[config.mk]
export PLATFORM = sky130hd
export DESIGN_NAME = vector_pe_multi_flat
export DESIGN_NICKNAME = d
export VERILOG_FILES = /design/src/rtl/vector_pe_multi_if.sv /design/src/rtl/vector_pe_multi.sv /design/src/flat_wrapper.sv
export SDC_FILE = /design/constraint.sdc
export NUM_CORES = 1
export LEC_CHECK = 0
export BUFFER_PORTS_ARGS = -buffer_cell sky130_fd_sc_hd__clkbuf_2
export CAP_MARGIN = 20
export CORE_MARGIN = 4
export CORE_UTILIZATION = 60
export DETAILED_ROUTE_END_ITERATION = 6
export PLACE_DENSITY = 0.79
export SLEW_MARGIN = 20
export SYNTH_ARGS = -nofsm -noshare
export SYNTH_HDL_FRONTEND = slang
export SYNTH_SLANG_ARGS = --single-unit
[constraint.sdc]
create_clock -name clk -period 5.6 [get_ports clk]
set_input_delay 1.68 -clock clk [delete_from_list [all_inputs] [get_ports clk]]
set_output_delay 1.68 -clock clk [all_outputs]
set_load 0.02 [all_outputs]
[src/rtl/vector_pe_multi_if.sv]
// vector_pe_multi_if: issue-side bus for the packed-SIMD processing element.
// Carries the start/done handshake, op/sew selection, packed operands and result.
interface vector_pe_multi_if #(
    parameter int DATA_W = 32,
    parameter int OP_W   = 3
);
    logic              start;
    logic [OP_W-1:0]   op;
    logic [9:0]        sew;
    logic [DATA_W-1:0] opA;
    logic [DATA_W-1:0] opB;
    logic [DATA_W-1:0] opC;
    logic              busy;
    logic              done;
    logic              err;
    logic [DATA_W-1:0] peout;

    // Issue logic drives requests and observes status/results.
    modport master (
        output start, op, sew, opA, opB, opC,
        input  busy, done, err, peout
    );

    // Processing element consumes requests and produces status/results.
    modport slave (
        input  start, op, sew, opA, opB, opC,
        output busy, done, err, peout
    );
endinterface

[src/rtl/vector_pe_multi.sv]
// vector_pe_multi: packed-SIMD integer PE (ADD/SUB/MUL/MACC) on SEW = 8/16/32
// elements, with a per-element MSB-first bit-serial signed multiplier.
// Optional feature macro VPE_SATURATE_EN: ADD, SUB and the final MACC
// addition saturate per element; without it they wrap modulo 2^SEW.
module vector_pe_multi #(
    parameter int DATA_W = 32,
    parameter int OP_W   = 3
) (
    input logic                clk,
    input logic                reset,
    vector_pe_multi_if.slave   bus
);

    localparam int N8  = DATA_W / 8;
    localparam int N16 = DATA_W / 16;
    localparam int N32 = DATA_W / 32;

    localparam logic [OP_W-1:0] OP_ADD  = OP_W'(0);
    localparam logic [OP_W-1:0] OP_SUB  = OP_W'(1);
    localparam logic [OP_W-1:0] OP_MUL  = OP_W'(2);
    localparam logic [OP_W-1:0] OP_MACC = OP_W'(3);

    typedef enum logic [1:0] {
        S_IDLE     = 2'd0,
        S_MUL      = 2'd1,
        S_COMPLETE = 2'd2
    } state_t;

    state_t            state_q, state_d;
    logic [OP_W-1:0]   op_q, op_d;
    logic [9:0]        sew_q, sew_d;
    logic [DATA_W-1:0] a_q, a_d;
    logic [DATA_W-1:0] b_q, b_d;
    logic [DATA_W-1:0] c_q, c_d;
    logic [DATA_W-1:0] acc_q, acc_d;
    logic [DATA_W-1:0] peout_q, peout_d;
    logic [5:0]        cnt_q, cnt_d;
    logic              done_q, done_d;
    logic              err_q, err_d;

    logic [DATA_W-1:0] mul_nx;
    logic [DATA_W-1:0] addsub_res;
    logic [DATA_W-1:0] macc_res;
    logic [31:0]       lane_t;
    logic              first;
    logic              is_sub;

    function automatic logic legal_sew(input logic [9:0] s);
        return ((s == 10'd8) || (s == 10'd16) || (s == 10'd32)) &&
               ({22'd0, s} <= 32'(DATA_W));
    endfunction

    function automatic logic legal_op(input logic [OP_W-1:0] o);
        return 32'(o) < 32'd4;
    endfunction

    function automatic logic [31:0] lane_mask(input int unsigned w);
        return (w >= 32) ? 32'hFFFF_FFFF : ((32'd1 << w) - 32'd1);
    endfunction

    // One multiplier iteration on a lane held in the low bits of a 32-bit word;
    // only the low lane-width bits of the result are meaningful (mod 2^SEW).
    function automatic logic [31:0] mul_step(input logic [31:0] acc,
                                             input logic [31:0] a,
                                             input logic        bit_b,
                                             input logic        first_it);
        logic [31:0] addend;
        addend = bit_b ? a : 32'd0;
        if (first_it) return 32'd0 - addend;
        return (acc << 1) + addend;
    endfunction

`ifdef VPE_SATURATE_EN
    // Clamp a lane-width add/sub result to the signed lane range on overflow.
    function automatic logic [31:0] sat_lane(input logic [31:0] r,
                                             input logic [31:0] x,
                                             input logic [31:0] y,
                                             input logic        sub,
                                             input int unsigned w);
        logic xs, ys, rs, ovf;
        xs  = x[w-1];
        ys  = y[w-1];
        rs  = r[w-1];
        ovf = sub ? ((xs != ys) && (rs != xs)) : ((xs == ys) && (rs != xs));
        if (!ovf) return r;
        return xs ? (32'd1 << (w - 1)) : ((32'd1 << (w - 1)) - 32'd1);
    endfunction
`endif

    // Lane add/sub on zero-extended lane values; upper bits are cleared.
    function automatic logic [31:0] lane_addsub(input logic [31:0] x,
                                                input logic [31:0] y,
                                                input logic        sub,
                                                input int unsigned w);
        logic [31:0] r;
        r = sub ? (x - y) : (x + y);
`ifdef VPE_SATURATE_EN
        r = sat_lane(r, x, y, sub, w);
`endif
        return r & lane_mask(w);
    endfunction

    assign bus.busy  = (state_q != S_IDLE);
    assign bus.done  = done_q;
    assign bus.err   = err_q;
    assign bus.peout = peout_q;

    assign first  = (cnt_q == sew_q[5:0]);
    assign is_sub = (op_q == OP_SUB);

    // Per-element datapath: multiplier step, add/sub and MACC final add for the latched SEW.
    always_comb begin
        mul_nx     = acc_q;
        addsub_res = '0;
        macc_res   = '0;
        lane_t     = '0;
        case (sew_q)
            10'd8: begin
                for (int e = 0; e < N8; e++) begin
                    lane_t = mul_step({24'd0, acc_q[e*8 +: 8]}, {24'd0, a_q[e*8 +: 8]},
                                      b_q[e*8 + 7], first);
                    mul_nx[e*8 +: 8] = lane_t[7:0];
                    lane_t = lane_addsub({24'd0, a_q[e*8 +: 8]}, {24'd0, b_q[e*8 +: 8]}, is_sub, 8);
                    addsub_res[e*8 +: 8] = lane_t[7:0];
                    lane_t = lane_addsub({24'd0, acc_q[e*8 +: 8]}, {24'd0, c_q[e*8 +: 8]}, 1'b0, 8);
                    macc_res[e*8 +: 8] = lane_t[7:0];
                end
            end
            10'd16: begin
                for (int e = 0; e < N16; e++) begin
                    lane_t = mul_step({16'd0, acc_q[e*16 +: 16]}, {16'd0, a_q[e*16 +: 16]},
                                      b_q[e*16 + 15], first);
                    mul_nx[e*16 +: 16] = lane_t[15:0];
                    lane_t = lane_addsub({16'd0, a_q[e*16 +: 16]}, {16'd0, b_q[e*16 +: 16]}, is_sub, 16);
                    addsub_res[e*16 +: 16] = lane_t[15:0];
                    lane_t = lane_addsub({16'd0, acc_q[e*16 +: 16]}, {16'd0, c_q[e*16 +: 16]}, 1'b0, 16);
                    macc_res[e*16 +: 16] = lane_t[15:0];
                end
            end
            10'd32: begin
                for (int e = 0; e < N32; e++) begin
                    lane_t = mul_step(acc_q[e*32 +: 32], a_q[e*32 +: 32], b_q[e*32 + 31], first);
                    mul_nx[e*32 +: 32] = lane_t;
                    lane_t = lane_addsub(a_q[e*32 +: 32], b_q[e*32 +: 32], is_sub, 32);
                    addsub_res[e*32 +: 32] = lane_t;
                    lane_t = lane_addsub(acc_q[e*32 +: 32], c_q[e*32 +: 32], 1'b0, 32);
                    macc_res[e*32 +: 32] = lane_t;
                end
            end
            default: ;
        endcase
    end

    // Next-state and register-update logic for the IDLE/MUL/COMPLETE sequencer.
    always_comb begin
        state_d = state_q;
        op_d    = op_q;
        sew_d   = sew_q;
        a_d     = a_q;
        b_d     = b_q;
        c_d     = c_q;
        acc_d   = acc_q;
        peout_d = peout_q;
        cnt_d   = cnt_q;
        done_d  = 1'b0;
        err_d   = err_q;
        case (state_q)
            S_IDLE: begin
                if (bus.start) begin
                    op_d  = bus.op;
                    sew_d = bus.sew;
                    a_d   = bus.opA;
                    b_d   = bus.opB;
                    c_d   = bus.opC;
                    err_d = 1'b0;
                    if (legal_op(bus.op) && legal_sew(bus.sew) &&
                        ((bus.op == OP_MUL) || (bus.op == OP_MACC))) begin
                        cnt_d   = bus.sew[5:0];
                        state_d = S_MUL;
                    end else begin
                        state_d = S_COMPLETE;
                    end
                end
            end
            S_MUL: begin
                acc_d = mul_nx;
                // A whole-word shift is safe: bits leaving one lane would need a
                // full SEW further shifts to reach the next lane's sampled MSB.
                b_d   = b_q << 1;
                cnt_d = cnt_q - 6'd1;
                if (cnt_q == 6'd1) state_d = S_COMPLETE;
            end
            S_COMPLETE: begin
                done_d  = 1'b1;
                state_d = S_IDLE;
                if (!legal_op(op_q) || !legal_sew(sew_q)) begin
                    peout_d = '0;
                    err_d   = 1'b1;
                end else begin
                    case (op_q)
                        OP_ADD, OP_SUB: peout_d = addsub_res;
                        OP_MUL:         peout_d = acc_q;
                        default:        peout_d = macc_res;
                    endcase
                end
            end
            default: state_d = S_IDLE;
        endcase
    end

    // State and datapath registers; reset clears everything and aborts any operation.
    always_ff @(posedge clk) begin
        if (!reset) begin
            state_q <= S_IDLE;
            op_q    <= '0;
            sew_q   <= '0;
            a_q     <= '0;
            b_q     <= '0;
            c_q     <= '0;
            acc_q   <= '0;
            peout_q <= '0;
            cnt_q   <= '0;
            done_q  <= 1'b0;
            err_q   <= 1'b0;
        end else begin
            state_q <= state_d;
            op_q    <= op_d;
            sew_q   <= sew_d;
            a_q     <= a_d;
            b_q     <= b_d;
            c_q     <= c_d;
            acc_q   <= acc_d;
            peout_q <= peout_d;
            cnt_q   <= cnt_d;
            done_q  <= done_d;
            err_q   <= err_d;
        end
    end

endmodule

[src/flat_wrapper.sv]
// flat-port wrapper written by rule: the top's interface ports become plain ports
module vector_pe_multi_flat 
#(
    parameter int DATA_W = 32,
    parameter int OP_W   = 3
)
  (clk, reset, bus_start, bus_op, bus_sew, bus_opA, bus_opB, bus_opC, bus_busy, bus_done, bus_err, bus_peout);
  vector_pe_multi_if #(.DATA_W(DATA_W), .OP_W(OP_W)) bus_i ();
  input logic clk;
  input logic reset;
  input wire logic [$bits(bus_i.start)-1:0] bus_start;
  input wire logic [$bits(bus_i.op)-1:0] bus_op;
  input wire logic [$bits(bus_i.sew)-1:0] bus_sew;
  input wire logic [$bits(bus_i.opA)-1:0] bus_opA;
  input wire logic [$bits(bus_i.opB)-1:0] bus_opB;
  input wire logic [$bits(bus_i.opC)-1:0] bus_opC;
  output wire logic [$bits(bus_i.busy)-1:0] bus_busy;
  output wire logic [$bits(bus_i.done)-1:0] bus_done;
  output wire logic [$bits(bus_i.err)-1:0] bus_err;
  output wire logic [$bits(bus_i.peout)-1:0] bus_peout;
  assign bus_i.start = bus_start;
  assign bus_i.op = bus_op;
  assign bus_i.sew = bus_sew;
  assign bus_i.opA = bus_opA;
  assign bus_i.opB = bus_opB;
  assign bus_i.opC = bus_opC;
  assign bus_busy = bus_i.busy;
  assign bus_done = bus_i.done;
  assign bus_err = bus_i.err;
  assign bus_peout = bus_i.peout;
  vector_pe_multi #(.DATA_W(DATA_W), .OP_W(OP_W)) u_core (.clk(clk), .reset(reset), .bus(bus_i));
endmodule
Word-level counts from Yosys, hierarchy flattened
Index checks and enable logic that the tools add are counted.
Operators by class
  add/sub/neg operators: 36
  order comparisons: 4
  equality and inequality tests: 18
  multiplexer cells: 50
  reduce and logical (&&, ||, !) cells: 25
Operators with widths (count)
  $pmux 32 s3: 3
  $mux 32: 6
  $mux 16: 8
  $mux 8: 16
  $pmux 32 s2: 2
  $add 16x16->16: 6
  $add 32x32->32: 3
  $add 8x8->8: 12
  $sub 1x16->16 const A: 2
  $sub 1x32->32 const A: 1
  $sub 1x8->8 const A: 4
  $sub 16x16->16: 2
  $sub 32x32->32: 1
  $sub 8x8->8: 4
  $eq 10x4->1 const B: 2
  $eq 10x5->1 const B: 2
  $eq 10x6->1 const B: 2
  $le 10x6->1 const B: 2
  $mux 6: 2
  $pmux 6 s2: 1
  $eq 3x2->1 const B: 3
  $reduce_and 2->1: 4
  $mux 1: 7
  $eq 6x1->1 const B: 1
  20 further kinds: 37
Storage, ports and cells
  bits in registers: 183
  input port bits: 112
  output and inout port bits: 35
  word-level logic and storage cells: 144

Longest topological paths before layout
Gate-level depths: netlist of run 1.
  word-level depth: 9
  depth in mapped cells: 19
  mapped depth without buffers: 19

Worst setup path before layout of run 1
Ideal clock, no wire load.
  kind: register to register
  start point: register u_core.op_q[1]
  end point: register u_core.peout_q[31] (netlist: u_core.bus.peout[31])
  library setup time: 0.117 ns
  arrival: 3.809 ns
  required time: 5.483 ns
  setup slack: 1.674 ns
  cell stages (with the launch flop): 20
  buffers on the path: 4
  cell sequence: dfxtp_1 -> clkbuf_1 -> nor2_1 -> and2_1 -> clkbuf_1 -> clkbuf_1 -> nor2_1 -> nor2_1 -> xor2_1 -> ha_1 -> clkbuf_1 -> nand3_1 -> a2111oi_0 -> o31ai_1 -> a21oi_1 -> and3b_1 -> o31ai_1 -> xnor2_1 -> a22o_1 -> o22a_1
Between the ends
  cells in the longest elaborated chain, start to end: 5
  elaborated cells between the ends (all ways): 13
  classes of those cells: order compare (1); eq/ne (2); mux (6); reduce/logical (4)
Ends and longest elaborated chain
  start, declared: RTL line vector_pe_multi.sv:30  | logic [OP_W-1:0] op_q, op_d;
  start signal, assigned: RTL line vector_pe_multi.sv:227  | op_q <= op_d;
  $eq 3x1->1: RTL line vector_pe_multi.sv:109, vector_pe_multi.sv:200
  $mux 32 (tied with other cells): RTL line vector_pe_multi.sv:96  | r = sub ? (x - y) : (x + y);
  $pmux 32 s3: RTL line vector_pe_multi.sv:117  | case (sew_q)
  $pmux 32 s2: RTL line vector_pe_multi.sv:200  | case (op_q)
  $mux 32 (*): RTL line vector_pe_multi.sv:196  | if (!legal_op(op_q) || !legal_sew(sew_q)) begin
  end signal, assigned: RTL line vector_pe_multi.sv:233  | peout_q <= peout_d;
  end, declared: RTL line vector_pe_multi.sv:36  | logic [DATA_W-1:0] peout_q, peout_d;
Mark *: on every way between the ends. The rest lies on a longest branch, timed or not.
A chain may end at the register's enable or synchronous reset.

Worst setup path after layout of run 1
  start point: register u_core.op_q[2]
  end point: register u_core.peout_q[27] (netlist: u_core.bus.peout[27])
Same word-level chain as after synthesis.

==> metrics, run 1 <==
Synth area leader sky130_fd_sc_hd__dfxtp_1; clock period minus worst slack between 4000 and 5000 ps; part of the total power dissipated in sequential elements between 30% and 40%; fraction of registers with async set/reset 0%; hold crit path type reg -> reg; routability congestion estimate from global placement roughly 1.1; worst endpoint data arrival time 5060 ps; NumNets Final 3,240; total global routing track utilization between 40% and 50%; power density over cell area a little under 200 mW/mm2; critical path type reg -> reg; Comb pwr share between 30% and 40%; H-tree levels 4; MaxCap Viol Count 0; master of the slowest instance on the critical path sky130_fd_sc_hd__dfxtp_1; TritonCTS Buffers 17; kind of end point of the critical path flop; worst slew margin relative to its limit between 10% and 20%; 1st-iter DRT viols about 3.3k; share of layout cells above drive strength 1 under 10%; post-route ant nets 0; Least-Margin Pin Slew between 1000 and 1500 ps; count of final setup violators 0; maximum vdd drop between 0.0003 and 0.0004 V; routed len/inst roughly 23 um; top cells by area in the synthesized netlist sky130_fd_sc_hd__dfxtp_1 18%, sky130_fd_sc_hd__ha_1 9.7%, sky130_fd_sc_hd__a21oi_1 8.3%; initial standard-cell utilization of the core approximately three fifths; post-cts sizing count 0; EDFF count, synth 0; leading cell type in the layout, fill and taps excluded sky130_fd_sc_hd__nand2_1; net count after synthesis about 3.2k; detailed-routing iteration count for the pre-antenna-repair pass 7; area after detailed placement around 0.022 mm2; via count of the first global-routing pass roughly 22k; final slew viol count 0; Layout Skew between 15 and 20 ps; ratio of final minimum period to clock period a little over four fifths; area of the die roughly 0.037 mm2; core region area around 0.034 mm2; flops & latches, synth ~180; Max Fanout on Critical Path 12; clock tree from TritonCTS yes; Switching Power 1.75 mW; setup TNS after final layout 0 ps; cell count after synthesis 2,933; cell-internal power between 2 and 3 mW; placement row count 67; data required time at the worst endpoint around 6000 ps; post-route setup slack about 900 ps; CP Buf/Inv Count 0; total length of routed wires 80,000 um; status finished, final reports clean; vias per std cell 6.90; number of post-CTS setup repair buffers 0; dominant cell type by count on the critical path sky130_fd_sc_hd__a21oi_1; Antenna Cells 0; number of I/O pins around 150; cells along the critical path nor2_1 -> and2_1 -> a21oi_1 -> nor2_1 -> xor2_1 -> ha_1 -> nand3_1 -> a2111oi_0 -> o31ai_1 -> a21oi_1 -> o21ai_0 -> a21oi_1 -> mux2i_1 -> a21oi_1 -> a221oi_1; HPWL after DPL approximately 60,000 um; count of unresolved DRC violations after routing 0; vias after detailed routing 23.5k; top cell type's share of synthesized area between 10% and 20%; highest clock rate about 210 MHz; clk_lat worst skew between 400 and 500 ps; pin count of the biggest net entering global routing 71; delay of the slowest cell on the worst path approximately 600 ps; number of clock sinks 183; startpoint kind of the worst setup timing path flop; setup repair after global routing missed its margin false; register area share after synthesis around 18%; Design Area, Final ~0.022 mm2; global-route wire length before repair 122,000 um; height of the chip between 150 and 200 um; clock root buffer master sky130_fd_sc_hd__clkbuf_16; CTS clock-pin slew for the worst setup and hold paths 80 ps; top library cells by usage in the layout, fill and taps aside 406 x sky130_fd_sc_hd__nand2_1, 342 x sky130_fd_sc_hd__a21oi_1, 224 x sky130_fd_sc_hd__nor2_1, 217 x sky130_fd_sc_hd__o21ai_0, 182 x sky130_fd_sc_hd__dfxtp_1; Hold Violations, Final 0; number of buffers on the longest clock path 2; synthesis-to-finish area growth 7.60%; total gr overflow 0; x dimension of the die 193 um; switch share between 40% and 50%; gate family responsible for the most delay along the worst path compound AO/OA/AOI/OAI gates; share of total power in the clock network 30.3%; leakage slightly below 10 nW; predominant post-synthesis flop cell sky130_fd_sc_hd__dfxtp_1; antenna violations before repair 0; post-placement setup slack ~1200 ps; Synth Warn # 0; hold buffers post-CTS 0; number of distinct library cells after synthesis between 80 and 90; PortBufs 146; post-synthesis instance area 0.0206 mm2; average footprint of a synthesized cell between 7 and 8 um2
==> layout make-up <==
| cell class | instances | area [um2] |
|---|---|---|
| Sequential cell | 183 | 3660 |
| Multi-Input combinational cell | 2457 | 15800 |
| Timing Repair Buffer | 188 | 1060 |
| Clock inverter | 13 | 158 |
| Clock buffer | 19 | 453 |
| Inverter | 106 | 399 |
| Tap cell | 448 | 561 |
| Fill cell | 3079 | 11600 |
==> worst paths after layout <==
check,depth (start not counted),endpoint,slack [ps],startpoint
worst max-delay path,15,u_core.bus.peout[27],920,u_core.op_q[2]
worst min-delay path,2,u_core.sew_q[9],460,u_core.sew_q[9]
worst max register to register,15,u_core.bus.peout[27],920,u_core.op_q[2]
worst min register to register,2,u_core.sew_q[9],460,u_core.sew_q[9]
==> Yosys cell counts (10+ instances only) <==
cell type                     n
sky130_fd_sc_hd__nand2_1    407
sky130_fd_sc_hd__o21a_1      23
sky130_fd_sc_hd__o221a_2     34
sky130_fd_sc_hd__o221ai_1    23
sky130_fd_sc_hd__a22oi_1     22
sky130_fd_sc_hd__a221oi_1    28
sky130_fd_sc_hd__o21bai_1    16
sky130_fd_sc_hd__a211oi_1    30
sky130_fd_sc_hd__clkbuf_1   165
sky130_fd_sc_hd__nand2b_1    27
sky130_fd_sc_hd__o2111ai_1   10
sky130_fd_sc_hd__nor4_1      20
sky130_fd_sc_hd__or2_2       16
sky130_fd_sc_hd__xnor2_1    167
sky130_fd_sc_hd__inv_1      105
sky130_fd_sc_hd__nand3_1     50
sky130_fd_sc_hd__o211ai_1    23
sky130_fd_sc_hd__dfxtp_1    183
sky130_fd_sc_hd__nor2_1     226
sky130_fd_sc_hd__buf_1       17
sky130_fd_sc_hd__nor3_1      67
sky130_fd_sc_hd__a21o_1      69
sky130_fd_sc_hd__and2_1      34
sky130_fd_sc_hd__xor2_1      66
sky130_fd_sc_hd__o22ai_1     11
sky130_fd_sc_hd__nand4_1     31
sky130_fd_sc_hd__or3_1       20
sky130_fd_sc_hd__o21ai_0    217
sky130_fd_sc_hd__o31ai_1     22
sky130_fd_sc_hd__fa_1        15
sky130_fd_sc_hd__and3_1      20
sky130_fd_sc_hd__mux2i_1     14
sky130_fd_sc_hd__a21oi_1    342
sky130_fd_sc_hd__a31oi_1     43
sky130_fd_sc_hd__ha_1       160
sky130_fd_sc_hd__nor2b_1     47
==> power by group through the flow <==
stage | clock network (mW) | registers [mW] | logic [mW]
after global placement | 0 | 1.49 | 1.48
after global routing | 1.36 | 1.47 | 1.68
final | 1.32 | 1.47 | 1.56
after CTS | 1.31 | 1.46 | 1.51
after floorplan | 0 | 1.43 | 1.12
after detailed placement | 0 | 1.49 | 1.50
==> tightest hold or removal path, cell delays in order (launching register included) <==
cell                      delay (ps)
sky130_fd_sc_hd__dfxtp_1         310
sky130_fd_sc_hd__nand2_1          50
sky130_fd_sc_hd__a21oi_1          50
==> flip-flops by register name, summed over array words and instances, names as in the netlist <==
register          flops
u_core.op_q           3
u_core.bus.peout     32
u_core.b_q           32
u_core.bus.done       1
u_core.a_q           32
u_core.sew_q         10
u_core.cnt_q          6
u_core.c_q           32
u_core.state_q        2
u_core.acc_q         32
u_core.bus.err        1
==> kinds of logic after synthesis <==
logic type	synth area share, %
AO/OA/AOI/OAI	31.9
XOR/XNOR	9.92
adder cells (fa/ha/maj)	11.2
buffers and inverters	5.38
flip-flops	17.8
multiplexers	0.846
AND/OR/NAND/NOR	22.9
==> routing by layer <==
layer | GRT usage [%] | part of all wire [%] | up-vias
li1 | - | - | 10700
met1 | 54.2 | 39 | 10800
met2 | 63.1 | 42 | 1608
met3 | 8.48 | 12 | 429
met4 | 27.3 | 7.8 | 0
met5 | 0 | 0 | -
==> stage by stage <==
step                power [mW]  hold slack [ps]  utilization, %  cells
finish                    4.35              461            65.7   3414
global route              4.52              486            65.7   3414
CTS                       4.29              465            65.6   3413
detailed placement        3.00              454            63.8   3381
global placement          2.97              443            63.8   3380
floorplan                 2.55              431               -   2933
(Power assumes the default switching activity.)
==> inputs of run 2 (changes only) <==
- clock period: 5.6 -> 4.7 ns (I/O delays scaled with it)
==> metrics, run 2 (synthesis gave the netlist of run 1 again) <==
status finished with violations; violated checks design-rule violations; startpoint kind of the worst setup timing path flop; count of final setup violators 0 (unchanged); routed len/inst 23.2 um (-1.2%); Design Area, Final 0.0224 mm2 (+1.2%); worst slew margin relative to its limit 19.0% (+1.4 points); clock tree from TritonCTS yes; Hold Violations, Final 0 (unchanged); data required time at the worst endpoint 5000 ps (-980 ps); post-placement setup slack 346 ps (-805 ps); Hold Path Cell Cnt 2 (unchanged); total global routing track utilization 41.7% (-0.089 points); count of unresolved DRC violations after routing 1 (+1); post-route ant nets 0 (unchanged); final slew viol count 0 (unchanged); via count of the first global-routing pass 22.3k (+0.85%); synthesis-to-finish area growth 8.85%; count of placed standard cells including taps 3,416 (+1.0%); placement row count 67 (unchanged); number of post-CTS setup repair buffers 0 (unchanged); highest clock rate 222 MHz (+4.0%); H-tree levels 4 (unchanged); setup TNS after final layout 0 ps (unchanged); height of the chip 193 um (unchanged); number of I/O pins 147 (unchanged); pin count of the biggest net entering global routing 71 (unchanged); total gr overflow 0 (unchanged); CTS clock-pin slew for the worst setup and hold paths 90 ps (about the same); Layout Skew 20.8 ps (+1.77 ps); critical path type reg -> reg; Reg-to-Reg End u_core.bus.peout[28]; HPWL after DPL 60,800 um (+0.96%); PortBufs 146 (unchanged); Hold EP u_core.sew_q[6]; 1st-iter DRT viols 2,804 (-15%); number of buffers on the longest clock path 2 (unchanged); total length of routed wires 79,900 um (-0.21%); Filler cells 3,134 (+1.8%); post-cts sizing count 0 (unchanged); FF-to-FF Start u_core.op_q[1]; clk_lat worst skew 480 ps (about the same); core region area 0.0337 mm2 (unchanged); ratio of final minimum period to clock period 95.6% (+12 points); kind of end point of the critical path flop; area of the die 0.0373 mm2 (unchanged); number of clock sinks 183 (unchanged); final cell utilization of the core 66.4% (+0.76 points); hold crit path type reg -> reg; number of cells on the worst reg-to-reg path 16 (+1); x dimension of the die 193 um (unchanged); global-route wire length before repair 122,000 um (about the same); flop2flop setup slack 200 ps (-720 ps); clock root buffer master sky130_fd_sc_hd__clkbuf_16; MaxCap Viol Count 0 (unchanged); area after detailed placement 0.0218 mm2 (+1.3%); antenna violations before repair 1 (+1); maximum vdd drop 0.000282 V (-6.8%); delay of the slowest cell on the worst path 540 ps (-60 ps); top library cells by usage in the layout, fill and taps aside 406 x sky130_fd_sc_hd__nand2_1, 342 x sky130_fd_sc_hd__a21oi_1, 224 x sky130_fd_sc_hd__nor2_1, 217 x sky130_fd_sc_hd__o21ai_0, 182 x sky130_fd_sc_hd__dfxtp_1; initial standard-cell utilization of the core 61.0% (unchanged); power density over cell area 231 mW/mm2 (+18%); cells along the critical path nor2_1 -> and2_1 -> a21oi_1 -> nor2_1 -> buf_4 -> xnor2_1 -> ha_1 -> and4_1 -> nand4_1 -> a21oi_1 -> o221ai_1 -> buf_4 -> o31a_1 -> and4_1 -> a2111oi_0 -> a221oi_1; worst endpoint data arrival time 4800 ps (-260 ps); worst hold margin 454 ps (-6.91 ps); FF+latch area 0.00366 mm2 (unchanged); vias after detailed routing 23.6k (+0.34%); share of layout cells above drive strength 1 11.0% (+1.0 points); hold path start u_core.sew_q[6]; detailed-routing iteration count for the pre-antenna-repair pass 7 (unchanged); leakage 9.82 nW (+1.8%); TritonCTS Buffers 17 (unchanged); clock period minus worst slack 4500 ps (-181 ps); NumNets Final 3,274 (+1.0%); post-route non-filler standard cell count 3,449 (+1.0%); master of the slowest instance on the critical path sky130_fd_sc_hd__a21oi_1; combined area of the multi-input logic cells 0.0158 mm2 (about the same); post-route setup slack 205 ps (-719 ps); vias per std cell 6.85 (-0.67%); Least-Margin Pin Slew 1200 ps (-27.5 ps); setup repair after global routing missed its margin true; total chip power 5.17 mW (+19%); Max Fanout on Critical Path 10 (-2); routability congestion estimate from global placement 1.08 (+1.6%); hold buffers post-CTS 0 (unchanged); leading cell type in the layout, fill and taps excluded sky130_fd_sc_hd__nand2_1
==> run 2: cell types whose count changed in the layout (fill, tap and decap cells not counted), sizes merged <==
cell and delta:
buf +34, diode +1, clkinv -1, inv +2, clkbuf -1
==> run 2: routing by layer <==
layer  wire (um)  share of wire, %  vias to the layer above  GRT usage [%]
li1            -                 -                    10800              -
met1       30800                39                    10900           53.2
met2       33600                42                     1555           63.6
met3        8970                11                      406           8.84
met4        6520               8.2                        0           27.8
met5           0                 0                        -              0
==> run 2: power by group <==
part | leakage, nW | internal [mW] | total (mW) | switching (mW)
registers | 1.50 | 1.61 | 1.73 | 0.120
logic | 8.04 | 0.718 | 1.90 | 1.19
clock network | 0.288 | 0.771 | 1.54 | 0.766
total | 9.82 | 3.10 | 5.17 | 2.07
==> run 2: final cells by class <==
| class | count | area share [%] |
|---|---|---|
| antenna | 1 | 0.0112 |
| multi-input combinational | 2457 | 70.7 |
| sequential | 183 | 16.4 |
| tap | 448 | 2.50 |
| clock buffer | 18 | 1.96 |
| clock inverter | 14 | 0.693 |
| inverter | 106 | 1.78 |
| timing repair buffer | 222 | 5.98 |
==> run 2: worst max-delay path by stage <==
stage                               from                   end  slack (ps)
after floorplan           u_core.op_q[1]  u_core.bus.peout[31]         770
after global placement     u_core.b_q[0]  u_core.bus.peout[28]         460
after detailed placement   u_core.b_q[0]  u_core.bus.peout[28]         350
after CTS                  u_core.b_q[0]  u_core.bus.peout[28]         320
after global routing      u_core.op_q[1]  u_core.bus.peout[27]         -80
final                     u_core.op_q[1]  u_core.bus.peout[28]         200
==> run 2: critical path, delay by kind of cell, from the launching register on <==
| family | cells | cell delay, ps |
|---|---|---|
| AO/OA/AOI/OAI | 6 | 1730 |
| XOR/XNOR | 1 | 120 |
| adder cells (fa/ha/maj) | 1 | 400 |
| buffers and inverters | 2 | 350 |
| flip-flops | 1 | 530 |
| AND/OR/NAND/NOR | 6 | 1180 |
